==> config.mk <==
export PLATFORM = sky130hd
export DESIGN_NAME = lsu_mem_stage
export DESIGN_NICKNAME = d
export VERILOG_FILES = /design/src/rtl/strv32i_pkg.sv /design/src/rtl/lsu_load_align.sv /design/src/rtl/lsu_mem_stage.sv
export SDC_FILE = /design/constraint.sdc
export NUM_CORES = 1
export LEC_CHECK = 0
export ABC_AREA = 1
export CORE_ASPECT_RATIO = 0.9
export CORE_MARGIN = 2
export CORE_UTILIZATION = 46
export CTS_CLUSTER_SIZE = 20
export DETAILED_ROUTE_END_ITERATION = 7
export PLACE_DENSITY = 0.84
export SLEW_MARGIN = 20
export SYNTH_ARGS = -nofsm -noshare
export SYNTH_HDL_FRONTEND = slang
export SYNTH_HIERARCHICAL = 1
export SYNTH_SLANG_ARGS = --single-unit
==> constraint.sdc <==
create_clock -name clk_in -period 2.8 [get_ports clk_in]
set_input_delay 0.84 -clock clk_in [delete_from_list [all_inputs] [get_ports clk_in]]
set_output_delay 0.84 -clock clk_in [all_outputs]
set_load 0.01 [all_outputs]
==> src/rtl/strv32i_pkg.sv <==
// ----------------------------------------------------------------------------
// strv32i_pkg
// Shared definitions for the STRV32I load/store unit:
//   - load/store size encodings (LS_BYTE / LS_HALF / LS_WORD; 2'b11 is
//     reserved and handled as a word)
//   - LSU FSM state encoding (ST_IDLE, ST_BUSY)
//   - width of the optional bus timeout counter
//   - helpers for byte-enable generation and store-lane replication
// ----------------------------------------------------------------------------
package strv32i_pkg;

    typedef enum logic [1:0] {
        LS_BYTE = 2'b00,
        LS_HALF = 2'b01,
        LS_WORD = 2'b10
    } ls_size_e;

    typedef enum logic {
        ST_IDLE = 1'b0,
        ST_BUSY = 1'b1
    } lsu_state_e;

    localparam int TIMEOUT_CNT_W = 8;

    // Byte lanes touched by an access of the given size at the given offset.
    function automatic logic [3:0] byte_enables(input logic [1:0] size,
                                                input logic [1:0] offset);
        logic [3:0] be;
        case (size)
            LS_BYTE: be = 4'b0001 << offset;
            LS_HALF: be = 4'b0011 << {offset[1], 1'b0};
            default: be = 4'b1111;
        endcase
        return be;
    endfunction

    // Replicate the store operand across every lane it could land in, so the
    // byte enables alone select the written bytes.
    function automatic logic [31:0] store_lanes(input logic [1:0]  size,
                                                input logic [31:0] data);
        logic [31:0] lanes;
        case (size)
            LS_BYTE: lanes = {4{data[7:0]}};
            LS_HALF: lanes = {2{data[15:0]}};
            default: lanes = data;
        endcase
        return lanes;
    endfunction

endpackage

==> src/rtl/lsu_load_align.sv <==
// ----------------------------------------------------------------------------
// lsu_load_align
// Combinational load-data alignment: shifts the addressed byte/half/word down
// to bit 0 and sign- or zero-extends it to 32 bits.
// Ports:
//   rdata_in     32  raw word returned by the data bus
//   offset_in     2  byte offset within the word (addr[1:0])
//   size_in       2  LS_BYTE / LS_HALF / LS_WORD (2'b11 handled as word)
//   unsigned_in   1  1 = zero-extend, 0 = sign-extend
//   load_data_o  32  aligned, extended result
// ----------------------------------------------------------------------------
module lsu_load_align
    import strv32i_pkg::*;
(
    input  logic [31:0] rdata_in,
    input  logic [1:0]  offset_in,
    input  logic [1:0]  size_in,
    input  logic        unsigned_in,
    output logic [31:0] load_data_o
);

    logic [31:0] shifted;
    logic        sign_bit;

    always_comb begin
        shifted  = rdata_in >> {offset_in, 3'b000};
        sign_bit = 1'b0;
        case (size_in)
            LS_BYTE: begin
                sign_bit    = ~unsigned_in & shifted[7];
                load_data_o = {{24{sign_bit}}, shifted[7:0]};
            end
            LS_HALF: begin
                sign_bit    = ~unsigned_in & shifted[15];
                load_data_o = {{16{sign_bit}}, shifted[15:0]};
            end
            default: load_data_o = shifted;
        endcase
    end

endmodule

==> src/rtl/lsu_mem_stage.sv <==
// ----------------------------------------------------------------------------
// lsu_mem_stage
// Memory-access stage of the STRV32I pipeline. Issues one outstanding access
// at a time on a req/ready data bus, stalls the pipeline while it is in
// flight, and returns aligned/extended load data to write-back.
// Optional feature: define LSU_TIMEOUT_EN to abort an access that has waited
// TIMEOUT_CYCLES BUSY cycles without dmem_ready_in (bus_err_o pulses).
// Ports:
//   clk_in, rst_in (async, active-low)
//   mem_rd_req_in / mem_wr_req_in, addr_in, rs2_in, load_size_in,
//   load_unsigned_in                      - request from execute
//   dmem_req_o, dmem_we_o, dmem_addr_o, dmem_wdata_o, dmem_be_o,
//   dmem_ready_in, dmem_rdata_in          - data-memory bus
//   lsu_stall_o                           - hold upstream registers
//   load_data_o, load_valid_o             - load result to write-back
//   misaligned_o, bus_err_o               - one-cycle error pulses
// ----------------------------------------------------------------------------
module lsu_mem_stage
    import strv32i_pkg::*;
#(
    parameter int unsigned TIMEOUT_CYCLES = 255
) (
    input  logic        clk_in,
    input  logic        rst_in,
    input  logic        mem_rd_req_in,
    input  logic        mem_wr_req_in,
    input  logic [31:0] addr_in,
    input  logic [31:0] rs2_in,
    input  logic [1:0]  load_size_in,
    input  logic        load_unsigned_in,
    output logic        dmem_req_o,
    output logic        dmem_we_o,
    output logic [31:0] dmem_addr_o,
    output logic [31:0] dmem_wdata_o,
    output logic [3:0]  dmem_be_o,
    input  logic        dmem_ready_in,
    input  logic [31:0] dmem_rdata_in,
    output logic        lsu_stall_o,
    output logic [31:0] load_data_o,
    output logic        load_valid_o,
    output logic        misaligned_o,
    output logic        bus_err_o
);

    lsu_state_e  state_q, state_d;
    logic [31:0] addr_q, addr_d;
    logic        we_q, we_d;
    logic [3:0]  be_q, be_d;
    logic [31:0] wdata_q, wdata_d;
    logic [1:0]  size_q, size_d;
    logic [1:0]  offset_q, offset_d;
    logic        unsigned_q, unsigned_d;
    logic [31:0] load_data_q, load_data_d;
    logic        load_valid_q, load_valid_d;
    logic        misaligned_q, misaligned_d;

    logic        req;
    logic        misaligned;
    logic        start;
    logic        timeout_hit;
    logic [31:0] aligned_data;

    assign req        = mem_rd_req_in | mem_wr_req_in;
    // load_size_in[1] covers both word and the reserved encoding.
    assign misaligned = ((load_size_in == LS_HALF) & addr_in[0]) |
                        (load_size_in[1] & (addr_in[1:0] != 2'b00));
    assign start      = (state_q == ST_IDLE) & req & ~misaligned;

`ifdef LSU_TIMEOUT_EN
    localparam logic [TIMEOUT_CNT_W-1:0] TIMEOUT_LAST = TIMEOUT_CNT_W'(TIMEOUT_CYCLES - 1);

    logic [TIMEOUT_CNT_W-1:0] cnt_q, cnt_d;
    logic                     bus_err_q, bus_err_d;

    // The limit is reached on the BUSY cycle whose increment would make the
    // count equal TIMEOUT_CYCLES; a ready on that same cycle takes priority.
    assign timeout_hit = (state_q == ST_BUSY) & ~dmem_ready_in & (cnt_q == TIMEOUT_LAST);

    always_comb begin
        cnt_d     = cnt_q;
        bus_err_d = timeout_hit;
        if (start) begin
            cnt_d = '0;
        end else if ((state_q == ST_BUSY) & ~dmem_ready_in) begin
            cnt_d = cnt_q + 1'b1;
        end
    end

    always_ff @(posedge clk_in or negedge rst_in) begin
        if (!rst_in) begin
            cnt_q     <= '0;
            bus_err_q <= 1'b0;
        end else begin
            cnt_q     <= cnt_d;
            bus_err_q <= bus_err_d;
        end
    end

    assign bus_err_o = bus_err_q;
`else
    assign timeout_hit = 1'b0;
    assign bus_err_o   = 1'b0;
`endif

    lsu_load_align u_load_align (
        .rdata_in    (dmem_rdata_in),
        .offset_in   (offset_q),
        .size_in     (size_q),
        .unsigned_in (unsigned_q),
        .load_data_o (aligned_data)
    );

    // NOTE: every signal assigned below gets a default first, so no path
    // through the case statement can leave one unassigned and infer a latch.
    always_comb begin
        state_d      = state_q;
        addr_d       = addr_q;
        we_d         = we_q;
        be_d         = be_q;
        wdata_d      = wdata_q;
        size_d       = size_q;
        offset_d     = offset_q;
        unsigned_d   = unsigned_q;
        load_data_d  = load_data_q;
        load_valid_d = 1'b0;
        misaligned_d = 1'b0;

        case (state_q)
            ST_IDLE: begin
                if (req && misaligned) begin
                    misaligned_d = 1'b1;
                end else if (start) begin
                    state_d    = ST_BUSY;
                    addr_d     = {addr_in[31:2], 2'b00};
                    // A simultaneous read and write request is a store.
                    we_d       = mem_wr_req_in;
                    be_d       = byte_enables(load_size_in, addr_in[1:0]);
                    wdata_d    = store_lanes(load_size_in, rs2_in);
                    size_d     = load_size_in;
                    offset_d   = addr_in[1:0];
                    unsigned_d = load_unsigned_in;
                end
            end
            ST_BUSY: begin
                if (dmem_ready_in) begin
                    state_d = ST_IDLE;
                    if (!we_q) begin
                        load_data_d  = aligned_data;
                        load_valid_d = 1'b1;
                    end
                end else if (timeout_hit) begin
                    state_d = ST_IDLE;
                end
            end
            default: state_d = ST_IDLE;
        endcase
    end

    // NOTE: state registers use non-blocking assignments so every flop
    // samples the pre-edge value of its neighbours, independent of order.
    always_ff @(posedge clk_in or negedge rst_in) begin
        if (!rst_in) begin
            state_q      <= ST_IDLE;
            addr_q       <= '0;
            we_q         <= 1'b0;
            be_q         <= '0;
            wdata_q      <= '0;
            size_q       <= '0;
            offset_q     <= '0;
            unsigned_q   <= 1'b0;
            load_data_q  <= '0;
            load_valid_q <= 1'b0;
            misaligned_q <= 1'b0;
        end else begin
            state_q      <= state_d;
            addr_q       <= addr_d;
            we_q         <= we_d;
            be_q         <= be_d;
            wdata_q      <= wdata_d;
            size_q       <= size_d;
            offset_q     <= offset_d;
            unsigned_q   <= unsigned_d;
            load_data_q  <= load_data_d;
            load_valid_q <= load_valid_d;
            misaligned_q <= misaligned_d;
        end
    end

    assign dmem_req_o   = (state_q == ST_BUSY);
    assign dmem_we_o    = we_q;
    assign dmem_addr_o  = addr_q;
    assign dmem_wdata_o = wdata_q;
    assign dmem_be_o    = be_q;
    assign load_data_o  = load_data_q;
    assign load_valid_o = load_valid_q;
    assign misaligned_o = misaligned_q;

    // Stall while an aligned request waits to launch and while the bus has
    // not answered; released on the completing (or aborting) cycle.
    assign lsu_stall_o = start |
                         ((state_q == ST_BUSY) & ~dmem_ready_in & ~timeout_hit);

endmodule

==> results.cfg <==
[clocking]
h-tree-depth = 3
numCtsBuffers = 9
clockBufferDepth = 2
clk_transition_reported_paths_ns = 0.08
root_buffer = clkbuf_16
clkSinkCount = 107
clkLatencyLatePin_ns = 0.35
cts_tree = yes

[route]
routed_via_density = 4.90
drc = 0
wl_mm = 15.4
via_count = 5238
ant_nets = 0
first_iter_violations = 405
firstDrtPassIters = 4
routed_wire_length_per_instance_microns = 14.4

[power_and_ir_drop]
ir_drop_uv = 523
p_leak_nw = 4.05
p_switching_mw = 2.32
cellPowerDensity_nw_per_um2 = 812
total_power_mw = 6.39
p_comb_share_pct = 42.7
seqPwrFrac_pct = 36.9
clockPowerShare_pct = 20.4
p_sw_share_pct = 36.3
intPower_mw = 4.07

[global_routing]
antenna_found_initial = 0
grt.total_usage_pct = 24.9
grt_pass1_vias = 5156
grt_overflow = 0
grt_pass1_wl_mm = 25.3
grt_max_degree = 91

[critical_path]
crit_buf_inv = 2
path_cells = clkdlybuf4s50_1, nor2_1, nor2_1, nand2_4, o21ai_0, buf_2
worstSetupPathType = in -> out
cp-end-kind = output pin
cp.required_ns = 1.96
cp_max_fo = 2
critPathMostFrequentCell = nor2_1
startpoint_type = input pin
critPathSlowestCell = clkdlybuf4s50_1
worstReg2RegStart = offset_q[0]
crit_arrival_ns = 1.86
cp_slowest_stage_delay_ns = 0.47
crit_family = buffers and inverters
cp-startpoint = mem_wr_req_in

[layout]
nFillCells = 936
postLayoutCellArea_sq_um = 7870
multiInputGateArea_sq_um = 2310
seqCellArea_sq_um = 2680
drive_gt1_share_pct = 8.87
antenna_cells = 0
finish.utilization_pct = 68.8
nets = 1012
area_growth_pct = 46.1

[place]
hpwl_mm = 10.9
place_area_sq_um = 7540
port_buffers = 206
pre_cts_slack_ns = -0.403
place_congestion = 0.890

[floorplan]
rows = 37
io_pins = 210
die-area_sq_um = 12600
start_util_pct = 47.1
core_area_sq_um = 11400
die_y_microns = 107
die_w_microns = 118

[yosys]
synth.top_cells.by_area = dfrtp_1 50%, nand2_1 27%, nand3_1 3.8%
syn_area_per_cell_sq_um = 7.58
synth_ff_type = dfrtp_1
synth_edf_count = 0
synth_top_cells_by_count = 391 x nand2_1, 107 x dfrtp_1, 41 x nand3_1
synth_cell_types = 26
synth_most_common_cell = nand2_1
synth_area_sq_um = 5390
ys_ff_latch = 107
synthArstFlopShare_pct = 100
synthesis.instances = 711
post-synth-top-area-cell = dfrtp_1
ys_seq_area_share_pct = 49.7
ys_warn_count = 6
synth.top_cell.area_share_pct = 49.7

[sta]
drv_slew = 0
period_minus_slack_ns = 2.70
max_slew_margin_pct = 43.3
fin_ws_ns = 0.100
setup_viol = 0
rsz0062_at_grt = false
worstMarginPinSlew_ns = 0.850
finClkSkew_ns = 0.00903
min_period_over_period_pct = 96.4
finalHoldViolations = 0
fmax_mhz = 370

[hold_path]
hp-start = load_data_o[29]
hold_class = reg -> reg

[outcome]
status = complete, no violations

[flow_run]
max_cap_violations = 0
## power groups by stage
stage	logic (mW)	clock network [mW]	registers, mW
after floorplan	1.13	0	2.56
after global placement	2.69	0	2.36
after detailed placement	2.75	0	2.36
after CTS	2.75	1.33	2.35
after global routing	3.01	1.39	2.42
final	2.73	1.30	2.35
## tightest hold or removal path: stages, from the launching register on
cell and delay, ns:
dfrtp_1 0.34, nand2_1 0.06, nand2_1 0.05
## final cells by class
type,count,area share [%]
Multi-Input combinational cell,535,29.4
Tap cell,156,2.48
Clock buffer,9,2.86
Sequential cell,107,34.0
Inverter,28,1.43
Timing Repair Buffer,227,28.7
Clock inverter,7,1.16
## metrics by stage
stage / instances / hold slack, ns / setup TNS [ns]
4_1_cts: 1069 / 0.487 / 0
3_5_place_dp: 1052 / 0.465 / -15.10
6_report: 1069 / 0.482 / 0
2_1_floorplan: 713 / 0.475 / 0
5_1_grt: 1069 / 0.501 / 0
3_3_place_gp: 1052 / 0.462 / -12.46
## worst paths after layout
| kind | to | slack, ns | depth (start not counted) |
|---|---|---|---|
| hold reg to reg | load_data_o[29] | 0.48 | 2 |
| setup reg to reg | load_data_o[16] | 0.91 | 8 |
| min in group asynchronous | load_data_o[15] | 0.54 | 1 |
| max in group asynchronous | dmem_addr_o[3] | 1.65 | 2 |
| setup / recovery | lsu_stall_o | 0.10 | 6 |
| hold / removal | load_data_o[29] | 0.48 | 2 |
## registers in the layout, indices dropped and copies added, names as in the netlist, 2 cells and up
signal,cells
dmem_be_o,4
load_data_o,32
size_q,2
dmem_addr_o,30
offset_q,2
dmem_wdata_o,32
## layout by cell type (no fill, tap or decap), drive strengths merged
cell type | netlist | routed
dlymetal6s2s | 0 | 1
and2 | 1 | 1
nor2 | 21 | 21
buf | 34 | 23
conb | 1 | 3
clkinv | 0 | 4
nor3 | 1 | 1
clkdlybuf4s50 | 0 | 203
a21oi | 21 | 21
nand2 | 404 | 404
o211ai | 1 | 1
clkbuf | 9 | 9
inv | 28 | 31
a22oi | 2 | 2
o21ai | 24 | 24
dfrtp | 107 | 107
nand3 | 57 | 57
## repair_timing
action / in CTS / in global routing
buffers inserted: 1 / 0
endpoints found under the setup margin: 1 / 1
gates resized for setup: 7 / 1
hold buffers: 0 / 0
## logic make-up (layout without fill, tap and decap cells)
kind of cell / Yosys count / count (layout) / synth area share (%)
other: 1 / 3 / 0.0696
AO/OA/AOI/OAI: 48 / 48 / 4.60
buffers and inverters: 71 / 271 / 7.57
flip-flops: 107 / 107 / 49.7
AND/OR/NAND/NOR: 484 / 484 / 38.0
## layer usage
layer  GRT usage [%]  routed length [microns]
met4            7.06                      213
met3            8.46                     1540
met2            41.5                     7280
met5               0                        0
met1            31.1                     6380
Note: power is estimated with default switching activity, not from simulation.
